`config.mk`:
```
export PLATFORM = sky130hd
export DESIGN_NAME = key_input_conditioner
export DESIGN_NICKNAME = d
export VERILOG_FILES = /design/src/rtl/key_input_conditioner.sv
export SDC_FILE = /design/constraint.sdc
export NUM_CORES = 1
export LEC_CHECK = 0
export BUFFER_PORTS_ARGS = -buffer_cell sky130_fd_sc_hd__buf_4
export CAP_MARGIN = 40
export CORE_ASPECT_RATIO = 2
export CORE_MARGIN = 2
export CORE_UTILIZATION = 50
export CTS_CLUSTER_DIAMETER = 120
export DETAILED_ROUTE_END_ITERATION = 8
export PLACE_DENSITY_LB_ADDON = 0.3
export RECOVER_POWER = 25
export REMOVE_ABC_BUFFERS = 1
export SLEW_MARGIN = 30
export SYNTH_ARGS = -nofsm -noshare
export SYNTH_HDL_FRONTEND = slang
export SYNTH_SLANG_ARGS = --single-unit
```
`constraint.sdc`:
```
create_clock -name clock -period 2.2 [get_ports clock]
set_clock_uncertainty 0.2 [all_clocks]
set_input_delay 0.11 -clock clock [delete_from_list [all_inputs] [get_ports clock]]
set_output_delay 0.11 -clock clock [all_outputs]
set_load 0.01 [all_outputs]
```
`src/rtl/key_input_conditioner.sv`:
```
// key_input_conditioner: synchronise, debounce and edge-detect active-low push-buttons.
// Optional build macro KEY_EXCLUSIVE_EN forwards only one key at a time.  Rev 1.0
`default_nettype none

module key_input_conditioner #(
  parameter int NUM_KEYS        = 4,
  parameter int SYNC_STAGES     = 2,
  parameter int DEBOUNCE_CYCLES = 50000
) (
  input  logic                clock,
  input  logic                reset,
  input  logic [NUM_KEYS-1:0] key_n_raw,
  output logic [NUM_KEYS-1:0] key,
  output logic [NUM_KEYS-1:0] key_press,
  output logic [NUM_KEYS-1:0] key_release,
  output logic                any_key
);

  localparam int               CNT_W  = $clog2(DEBOUNCE_CYCLES) + 1;
  localparam logic [CNT_W-1:0] C_LAST = CNT_W'(DEBOUNCE_CYCLES - 1);

  logic [NUM_KEYS-1:0] w_sync;
  logic [NUM_KEYS-1:0] w_db_next;
  logic [NUM_KEYS-1:0] r_db;
  logic [NUM_KEYS-1:0] w_rise;
  logic [NUM_KEYS-1:0] w_fall;

  genvar i;
  generate
    for (i = 0; i < NUM_KEYS; i++) begin : g_key
      logic [SYNC_STAGES-1:0] r_sync;
      logic [CNT_W-1:0]       r_cnt;

      // Chain resets to "released" so a held button looks like a fresh press.
      always_ff @(posedge clock or negedge reset) begin
        if (!reset) r_sync <= '1;
        else        r_sync <= {r_sync[SYNC_STAGES-2:0], key_n_raw[i]};
      end

      assign w_sync[i]    = ~r_sync[SYNC_STAGES-1];
      assign w_db_next[i] = ((w_sync[i] != r_db[i]) && (r_cnt == C_LAST)) ? w_sync[i] : r_db[i];

      always_ff @(posedge clock or negedge reset) begin
        if (!reset)                                     r_cnt <= '0;
        else if ((w_sync[i] == r_db[i]) || (r_cnt == C_LAST)) r_cnt <= '0;
        else                                            r_cnt <= r_cnt + CNT_W'(1);
      end
    end
  endgenerate

  assign w_rise = w_db_next & ~r_db;
  assign w_fall = r_db & ~w_db_next;

  always_ff @(posedge clock or negedge reset) begin
    if (!reset) r_db <= '0;
    else        r_db <= w_db_next;
  end

`ifdef KEY_EXCLUSIVE_EN
  logic [NUM_KEYS-1:0] r_grant;
  logic [NUM_KEYS-1:0] w_grant_next;

  // Grant only on a fresh rise, so keys held while masked never inherit it.
  always_comb begin
    w_grant_next = r_grant;
    if (r_grant == '0)
      w_grant_next = w_rise & (~w_rise + NUM_KEYS'(1));
    else if ((w_fall & r_grant) != '0)
      w_grant_next = '0;
  end

  always_ff @(posedge clock or negedge reset) begin
    if (!reset) begin
      r_grant     <= '0;
      key         <= '0;
      key_press   <= '0;
      key_release <= '0;
    end else begin
      r_grant     <= w_grant_next;
      key         <= w_db_next & w_grant_next;
      key_press   <= w_rise & w_grant_next;
      key_release <= w_fall & r_grant;
    end
  end
`else
  always_ff @(posedge clock or negedge reset) begin
    if (!reset) begin
      key         <= '0;
      key_press   <= '0;
      key_release <= '0;
    end else begin
      key         <= w_db_next;
      key_press   <= w_rise;
      key_release <= w_fall;
    end
  end
`endif

  assign any_key = |key;

endmodule

`default_nettype wire

```
==> results of run 1 <==
[kinds of logic (layout without fill, tap and decap cells)]
family	Yosys count	in the layout
DFF	88	88
adders and majority gates	4	4
muxes	2	2
AOI/OAI and AO/OA	11	11
xor gates and xnor gates	60	60
buffers and inverters	15	74
and+or+nand+nor	209	209
[registers in the layout (all words and copies together) (netlist names)]
name	count
g_key.r_cnt	68
g_key.r_sync	8
key	4
key_press	4
key_release	4
[power by group through the flow]
stage | clock network, mW | registers, mW | logic [mW]
after floorplan | 0 | 1.70 | 0.0458
after global placement | 0 | 1.70 | 0.102
after detailed placement | 0 | 1.70 | 0.105
after CTS | 1.62 | 1.67 | 0.116
after global routing | 1.67 | 1.68 | 0.131
final | 1.58 | 1.67 | 0.113
[synthesized netlist by cell type, drive strengths merged]
master | number | area [sq um]
dfrtp | 80 | 2000
nor2 | 79 | 297
xnor2 | 50 | 438
nand2 | 26 | 103
nand3 | 25 | 125
nor4 | 21 | 131
nor3 | 18 | 90.1
nand4 | 16 | 100
xor2 | 10 | 87.6
or4 | 9 | 75.1
dfstp | 8 | 210
inv | 8 | 30.0
o21ai | 6 | 30.0
and3 | 4 | 25.0
buf | 4 | 28.8
ha | 4 | 50.1
a21oi | 3 | 15.0
clkbuf | 3 | 11.3
nand4b | 3 | 26.3
or4b | 3 | 30.0
mux2i | 2 | 20.0
or3 | 2 | 12.5
a21o | 1 | 7.51
a31o | 1 | 8.76
nand2b | 1 | 6.26
nor4b | 1 | 8.76
or3b | 1 | 8.76
[worst reg2reg max path: cells and delay by family, from the launching register on]
family | cells | cell delay, ns
flops | 1 | 0.38
compound gates | 1 | 0.18
simple gates | 3 | 1.36
[per-layer routing]
metal / routed length [um] / up-vias / global-route usage [%]
li1: - / 1462 / -
met1: 3360 / 1464 / 25.2
met2: 3940 / 62 / 31.9
met3: 277 / 17 / 4.40
met4: 189 / 0 / 8.52
met5: 0 / - / 0
[path summary, 6_finish.rpt]
path / start / to / slack, ns / depth (start not counted)
hold / removal: g_key[3].r_sync[0]$_DFF_PN1_ / g_key[3].r_sync[1]$_DFF_PN1_ / 0.16 / 0
max in group asynchronous: reset / g_key[1].r_sync[1]$_DFF_PN1_ / 0.28 / 3
hold reg to reg: g_key[3].r_sync[0]$_DFF_PN1_ / g_key[3].r_sync[1]$_DFF_PN1_ / 0.16 / 0
setup reg to reg: g_key[2].r_cnt[10]$_DFF_PN0_ / key[2]$_DFF_PN0_ / -0.01 / 4
setup / recovery: g_key[2].r_cnt[10]$_DFF_PN0_ / key[2]$_DFF_PN0_ / -0.01 / 4
min in group asynchronous: reset / g_key[0].r_cnt[11]$_DFF_PN0_ / 0.43 / 2
[metrics by stage]
stage                     util (%)  setup WS (ns)
after floorplan                  -       -0.00679
after global placement        56.2         0.0136
after detailed placement      56.2        -0.0506
after CTS                     61.0        -0.0396
after global routing          61.3        -0.0544
final                         61.3        -0.0102
[cell type report]
cell class | instances | area [sq um]
Multi-Input combinational cell | 286 | 1740
Fill cell | 663 | 3030
Sequential cell | 88 | 2210
Clock buffer | 11 | 233
Timing Repair Buffer | 50 | 380
Inverter | 8 | 30.0
Tap cell | 96 | 120
Clock inverter | 5 | 81.3
[cell usage in the layout, fill, tap and decap left out, types with 10 or more instances in the layout]
| master | instances |
|---|---|
| nand3_1 | 25 |
| nor2_1 | 79 |
| nand4_1 | 16 |
| dfrtp_1 | 80 |
| nor3_1 | 16 |
| nor4_1 | 21 |
| nand2_1 | 24 |
| buf_4 | 36 |
| xnor2_1 | 50 |
| xor2_1 | 10 |
[timing repair]
item,CTS,global route
buffers inserted,0,1
gates resized for setup,2,6
endpoints found under the hold margin,84,0
pin swaps,0,1
hold buffers,5,0
setup endpoints to repair,15,39
==> flow_summary.toml, run 1 <==
[synth]
syn-cell-area_sq_um = 3980
synth_xor_area_share_pct = 13.2
synth_cell_type_count = 33
yosys.area_share.simple_pct = 26.1
synth_compound_area_share_pct = 1.54
synth_top_family_by_area = "simple AND/OR/NAND/NOR gates"
ys_seq_elements = 88
synthAdderAreaFrac_pct = 1.26
postSynthCellCount = 389
yosys-mux-area-fraction_pct = 0.503
ys_seq_area_share_pct = 55.6
syn_area_per_cell_sq_um = 10.2
ys_warn_count = 0

[sta]
timing.fmax_ghz = 0.452
rsz0062_at_grt = "true"
period_minus_slack_ns = 2.21
finalHoldViolCount = 0
worst_slew_pin_slew_ns = 1.40
slew_headroom_pct = 6.75
worst_hold_slack_ns = 0.161
finalSetupViolCount = 1
slew_viol_final = 0
tns_ns = -0.0102
fin_crit_sh_pct = 100
fin_ws_ns = -0.0102

[setup_path]
cpPeakStageDelay_ns = 0.54
criticalPathCategory = "reg -> reg"
cp-end-kind = "register"
cpMostUsedCell = "or4_4"
cpLargestDelayFamily = "simple AND/OR/NAND/NOR gates"
cp_max_fo = 3
crit_chain = "or4_4 -> or3b_1 -> or4_4 -> a21o_1"
cp_data_required_time_ns = 2.22
slowest_stage = "or4_4"
cp-start-kind = "register"
path_buf_inv = 0
worstPathArrival_ns = 2.23

[status]
status = "complete, but fails checks"
failed_checks = "setup timing"

[final_layout]
drive_gt1_share_pct = 16.3
n_antenna_cell = 0
fin_cells = 544
final_cell_area_sq_um = 4800
nNetsFinal = 453
synthToLayoutAreaGrowth_pct = 20.6

[placed_design]
dp.cells = 522
gp_congestion = 0.868
dp_hpwl_mm = 5.34
dpl-instance-area_sq_um = 4400
port_buffers = 18

[power_and_ir_drop]
swShare_pct = 20.4
seqPwrFrac_pct = 49.7
leakage_nw = 1.98
switchingPower_mw = 0.686
peakVddDrop_mv = 0.660
combPwrFrac_pct = 3.4
intPower_mw = 2.69
powerDensity_nw_per_um2 = 703
clkPwrFrac_pct = 47.0
p_total_mw = 3.37

[cts]
cts.sinks = 88
cts_inserted_buffers = 9
root_buffer = "clkbuf_16"
cts.htree.levels = 3
clk_path_buf_depth = 2
clk_pin_slew_ns = 0.06
cts_tree = "done"
clk_latency_ns = 0.33

[floorplan]
num_io_pins = 19
dieHeight_um = 130
die_area_sq_um = 8730
start_util_pct = 50.8
row_count = 46
coreArea_sq_um = 7830
chipWidth_um = 67.1

[detailed_routing]
vias = 3005
dr.pass1.iters = 4
drc_errors = 0
via_per_inst = 5.52
wl_mm = 7.76
ant_nets = 0
wire_per_inst_um = 14.3
drt_iter0_markers = 210

[global_routing]
grt_max_degree = 65
grt_usage_pct = 19.8
antenna_found_initial = 0
grt_overflow = 0
grt_pass1_wl_mm = 13.3
grt_pass1_vias = 2997

[flow_run]
maxCapViolCount = 0

[worst_hold_path]
hold_class = "reg -> reg"
Power figures use the tool's default switching activity.
==> run 2: changes to the inputs <==
--- a/config.mk
+++ b/config.mk
@@ -5,13 +5,13 @@
 export SDC_FILE = /design/constraint.sdc
 export NUM_CORES = 1
 export LEC_CHECK = 0
-export BUFFER_PORTS_ARGS = -buffer_cell sky130_fd_sc_hd__buf_4
 export CAP_MARGIN = 40
 export CORE_ASPECT_RATIO = 2
 export CORE_MARGIN = 2
 export CORE_UTILIZATION = 50
 export CTS_CLUSTER_DIAMETER = 120
 export DETAILED_ROUTE_END_ITERATION = 8
+export DONT_BUFFER_PORTS = 1
 export PLACE_DENSITY_LB_ADDON = 0.3
 export RECOVER_POWER = 25
 export REMOVE_ABC_BUFFERS = 1
==> run 2 against run 1 <==
Effect of this change:
- the flow finishes with violations (hold timing, setup timing)
- critical path depth did not move
- wire length is 5.6% lower
- clock-buffer cell count shrank 2
- sequential cell count stayed put
- global-route usage is 1.3 points lower
- cell area shrank 3.9%
- largest cell class unchanged
==> flow_summary.toml, run 2 (synthesized netlist as in run 1, its figures left out) <==
[status]
status = "complete, but fails checks"
failed_checks = "hold timing, setup timing"

[cts]
ctsHoldBuffers = 4
cts_tree = "done"
cts.sinks = 88
clk_pin_slew_ns = 0.06
cts.htree.levels = 3
clk_path_buf_depth = 2
clk_latency_ns = 0.34
cts_inserted_buffers = 9
root_buffer = "clkbuf_16"

[detailed_routing]
via_per_inst = 5.59
wire_per_inst_um = 14.0
ant_nets = 0
vias = 2926
drc_errors = 0
wl_mm = 7.33
dr.pass1.iters = 5
drt_iter0_markers = 225

[setup_path]
cpMostUsedCell = "or4_4"
cp_max_fo = 3
crit_chain = "or4_4 -> or3b_1 -> or4_4 -> a21o_1"
slowest_stage = "or4_4"
cpPeakStageDelay_ns = 0.54
path_buf_inv = 0
cp-end-kind = "register"
criticalPathCategory = "reg -> reg"
cp-start-kind = "register"
cpLargestDelayFamily = "simple AND/OR/NAND/NOR gates"
cp_data_required_time_ns = 2.23
worstPathArrival_ns = 2.24

[sta]
finalSetupViolCount = 1
worst_slew_pin_slew_ns = 0.454
finalHoldViolCount = 88
rsz0062_at_grt = "true"
slew_viol_final = 0
worst_hold_slack_ns = -0.740
timing.fmax_ghz = 0.453
fin_ws_ns = -0.00845
slew_headroom_pct = 69.5
fin_crit_sh_pct = 100
period_minus_slack_ns = 2.21

[floorplan]
row_count = 46
dieHeight_um = 130
die_area_sq_um = 8730
num_io_pins = 19
coreArea_sq_um = 7830
chipWidth_um = 67.1
start_util_pct = 50.8

[global_routing]
grt_overflow = 0
grt_pass1_vias = 2860
grt_pass1_wl_mm = 12.5
antenna_found_initial = 0
grt_usage_pct = 18.5
grt_max_degree = 89

[final_layout]
top_register = "g_key.r_cnt"
fill_cells = 641
final_cell_mix = "dfrtp_1, nor2_1, xnor2_1, nand3_1, buf_4"
nNetsFinal = 432
fin_cells = 523
largestRegisters = "g_key.r_cnt x68, g_key.r_sync x8"
synthToLayoutAreaGrowth_pct = 15.9
n_antenna_cell = 0
largest_reg_flops = 68
drive_gt1_share_pct = 13.3
mostFrequentLayoutCell = "dfrtp_1"

[placed_design]
pre_cts_ws_ns = -0.0158
dp.cells = 503
dp_hpwl_mm = 4.97
port_buffers = 0
gp_congestion = 0.762

[power_and_ir_drop]
peakVddDrop_mv = 0.471
powerDensity_nw_per_um2 = 704
leakage_nw = 1.87

[flow_run]
maxCapViolCount = 0

[worst_hold_path]
hold_class = "in -> async"
[run 2: final timing paths]
path	startpoint	slack (ns)	endpoint	cells after the start
min in group clock	key_n_raw[2]	0.11	g_key[2].r_sync[0]$_DFF_PN1_	1
min	reset	-0.74	g_key[0].r_cnt[5]$_DFF_PN0_	0
max in group asynchronous	reset	2.35	g_key[3].r_sync[0]$_DFF_PN1_	0
min reg2reg	g_key[1].r_sync[0]$_DFF_PN1_	0.16	g_key[1].r_sync[1]$_DFF_PN1_	0
max reg2reg	g_key[2].r_cnt[12]$_DFF_PN0_	-0.008	key[2]$_DFF_PN0_	4
max	g_key[2].r_cnt[12]$_DFF_PN0_	-0.008	key[2]$_DFF_PN0_	4
[run 2: worst register-to-register path, stage by stage, from the launching register on]
cell	delay (ns)
dfrtp_1	0.39
or4_4	0.54
or3b_1	0.36
or4_4	0.43
a21o_1	0.19
[run 2: through the flow]
step	instance area, sq um	setup TNS, ns	total power, mW	util, %	hold slack [ns]
after global placement	4250	0	1.76	54.2	-0.384
after global routing	4610	-0.0595	3.35	58.9	-0.753
after floorplan	3940	-0.00679	1.74	-	-0.386
final	4610	-0.00845	3.24	58.9	-0.740
after CTS	4590	-0.00468	3.28	58.6	-0.749
after detailed placement	4250	-0.0158	1.77	54.2	-0.384
[run 2: repair_timing]
item | 4_1_cts | 5_1_grt
endpoints found under the hold margin | 92 | 88
gates resized for setup | 2 | 3
endpoints found under the setup margin | 2 | 35
pin swaps | 3 | 2
setup buffers | 0 | 0
[run 2: power by group]
part | switching, mW | internal (mW)
clock network | 0.618 | 0.878
logic | 0.0388 | 0.0316
registers | 0.0253 | 1.65
total | 0.682 | 2.56
[run 2: metal layers]
layer  GRT usage [%]  part of all wire [%]  vias up
li1                -                     -     1412
met1            23.6                    44     1430
met2            29.6                    50       66
met3            3.28                   3.3       18
met4            9.60                   2.4        0
met5               0                     0        -
[run 2: area by class of cell]
cell class / instances / area [sq um] / area share [%]
clock buffers: 9 / 225 / 4.89
inverters: 8 / 30.0 / 0.652
multi-input cells: 286 / 1720 / 37.4
well taps: 96 / 120 / 2.61
clock inverters: 7 / 71.3 / 1.55
flip-flops and latches: 88 / 2210 / 48.0
repair buffers: 29 / 228 / 4.94
==> run 3: changes to the inputs <==
--- a/config.mk
+++ b/config.mk
@@ -12,7 +12,7 @@
 export CTS_CLUSTER_DIAMETER = 120
 export DETAILED_ROUTE_END_ITERATION = 8
 export DONT_BUFFER_PORTS = 1
-export PLACE_DENSITY_LB_ADDON = 0.3
+export PLACE_DENSITY = 0.75
 export RECOVER_POWER = 25
 export REMOVE_ABC_BUFFERS = 1
 export SLEW_MARGIN = 30
==> run 3 against run 2 <==
Effect of this change:
- the run still ends with hold timing, setup timing left
- clock power barely moved
- setup slack got worse by 0.0039 ns
- final cell count did not move
- sequential power barely moved
- wire length rose by 2.6%
- total power rose by 0.82%
- register-to-register slack barely moved
- worst hold slack got worse by 0.0073 ns
- via count fell by 0.85%
- critical path depth did not move
- sequential cell count did not move
==> flow_summary.toml, run 3 (synthesized netlist as in run 1, its figures left out) <==
[sta]
worst_slew_pin_slew_ns = 0.481
finalSetupViolCount = 1
fin_crit_sh_pct = 101
finalHoldViolCount = 88
slew_viol_final = 0
timing.fmax_ghz = 0.452
slew_headroom_pct = 67.7
worst_hold_slack_ns = -0.747
period_minus_slack_ns = 2.21
rsz0062_at_grt = "true"
fin_ws_ns = -0.0123

[setup_path]
cp_data_required_time_ns = 2.23
timing.rr.start = "g_key[2].r_cnt[10]$_DFF_PN0_"
cp-startpoint = "g_key[2].r_cnt[10]$_DFF_PN0_"
worstPathArrival_ns = 2.24
cp-end-kind = "register"
criticalPathCategory = "reg -> reg"
cp_max_fo = 3
r2r_cells = 4
cp-start-kind = "register"

[detailed_routing]
wl_mm = 7.52
vias = 2901
via_per_inst = 5.55
wire_per_inst_um = 14.4
drt_iter0_markers = 181
drc_errors = 0
dr.pass1.iters = 4
ant_nets = 0

[final_layout]
largest_reg_flops = 68
fin_cells = 523
final_cell_mix = "dfrtp_1, nor2_1, xnor2_1, nand3_1, buf_4"
top_register = "g_key.r_cnt"
mostFrequentLayoutCell = "dfrtp_1"
largestRegisters = "g_key.r_cnt x68, g_key.r_sync x8"
synthToLayoutAreaGrowth_pct = 16.1
fin_util_pct = 59.0
nNetsFinal = 432
n_antenna_cell = 0
drive_gt1_share_pct = 13.1

[cts]
cts_inserted_buffers = 9
clk_latency_ns = 0.34
clk_path_buf_depth = 2
cts_tree = "done"
ctsHoldBuffers = 4
postCtsSetupBuffers = 0
cts.sinks = 88
clk_pin_slew_ns = 0.06
root_buffer = "clkbuf_16"
cts.htree.levels = 3

[flow_run]
maxCapViolCount = 0

[floorplan]
chipWidth_um = 67.1
coreArea_sq_um = 7830
row_count = 46
num_io_pins = 19
die_area_sq_um = 8730
start_util_pct = 50.8
dieHeight_um = 130

[status]
failed_checks = "hold timing, setup timing"
status = "complete, but fails checks"

[power_and_ir_drop]
powerDensity_nw_per_um2 = 708
p_total_mw = 3.27
peakVddDrop_mv = 0.598
leakage_nw = 1.87

[placed_design]
gp_congestion = 0.853
dp_hpwl_mm = 4.89
port_buffers = 0
dp.cells = 503

[global_routing]
grt_pass1_vias = 2778
antenna_found_initial = 0
grt_overflow = 0
grt_pass1_wl_mm = 13.0
grt_max_degree = 89
grt_usage_pct = 19.6

[worst_hold_path]
hold_class = "in -> async"
==> run 3: area by class of cell <==
cell class,count,area [sq um]
Tap cell,96,120
Clock inverter,4,53.8
Fill cell,672,3210
Multi-Input combinational cell,286,1730
Inverter,8,30.0
Clock buffer,12,246
Timing Repair Buffer,29,228
Sequential cell,88,2210
==> run 3: power by group <==
group / total, mW / internal, mW / switching, mW
clock network: 1.52 / 0.913 / 0.607
registers: 1.67 / 1.65 / 0.0241
logic: 0.0752 / 0.0330 / 0.0422
total: 3.27 / 2.60 / 0.673
==> run 3: path summary, 6_finish.rpt <==
path,end,slack [ns]
max,key[2]$_DFF_PN0_,-0.01
min,g_key[0].r_cnt[12]$_DFF_PN0_,-0.75
max reg2reg,key[2]$_DFF_PN0_,-0.01
min reg2reg,g_key[1].r_sync[1]$_DFF_PN1_,0.15
max in group asynchronous,g_key[2].r_sync[1]$_DFF_PN1_,2.33
min in group clock,g_key[0].r_sync[0]$_DFF_PN1_,0.11
==> run 3: timing repair <==
item / in CTS / in global routing
pin swaps: 0 / 0
hold endpoints to repair: 92 / 88
setup endpoints to repair: 7 / 33
gates resized for setup: 2 / 4
==> run 3: per-stage QoR <==
step           TNS (ns)  setup slack [ns]  hold slack, ns  instance area (sq um)
2_1_floorplan  -0.00679          -0.00679          -0.386                   3940
3_3_place_gp          0            0.0229          -0.384                   4250
3_5_place_dp    -0.0743           -0.0262          -0.384                   4250
4_1_cts         -0.0119           -0.0119          -0.753                   4590
5_1_grt         -0.0422           -0.0422          -0.759                   4620
6_report        -0.0123           -0.0123          -0.747                   4620
==> run 3: layer usage <==
layer | up-vias | track usage [%] | routed length (um)
li1 | 1413 | - | -
met1 | 1415 | 26.8 | 3470
met5 | - | 0 | 0
met4 | 0 | 9.48 | 128
met2 | 60 | 29.4 | 3650
met3 | 13 | 4.14 | 274
==> run 3: worst max-delay path, cell delays in order, from the launching register on <==
cell and delay (ns):
dfrtp_1 0.38, or4_4 0.54, or3b_1 0.35, or4_4 0.44
a21o_1 0.19
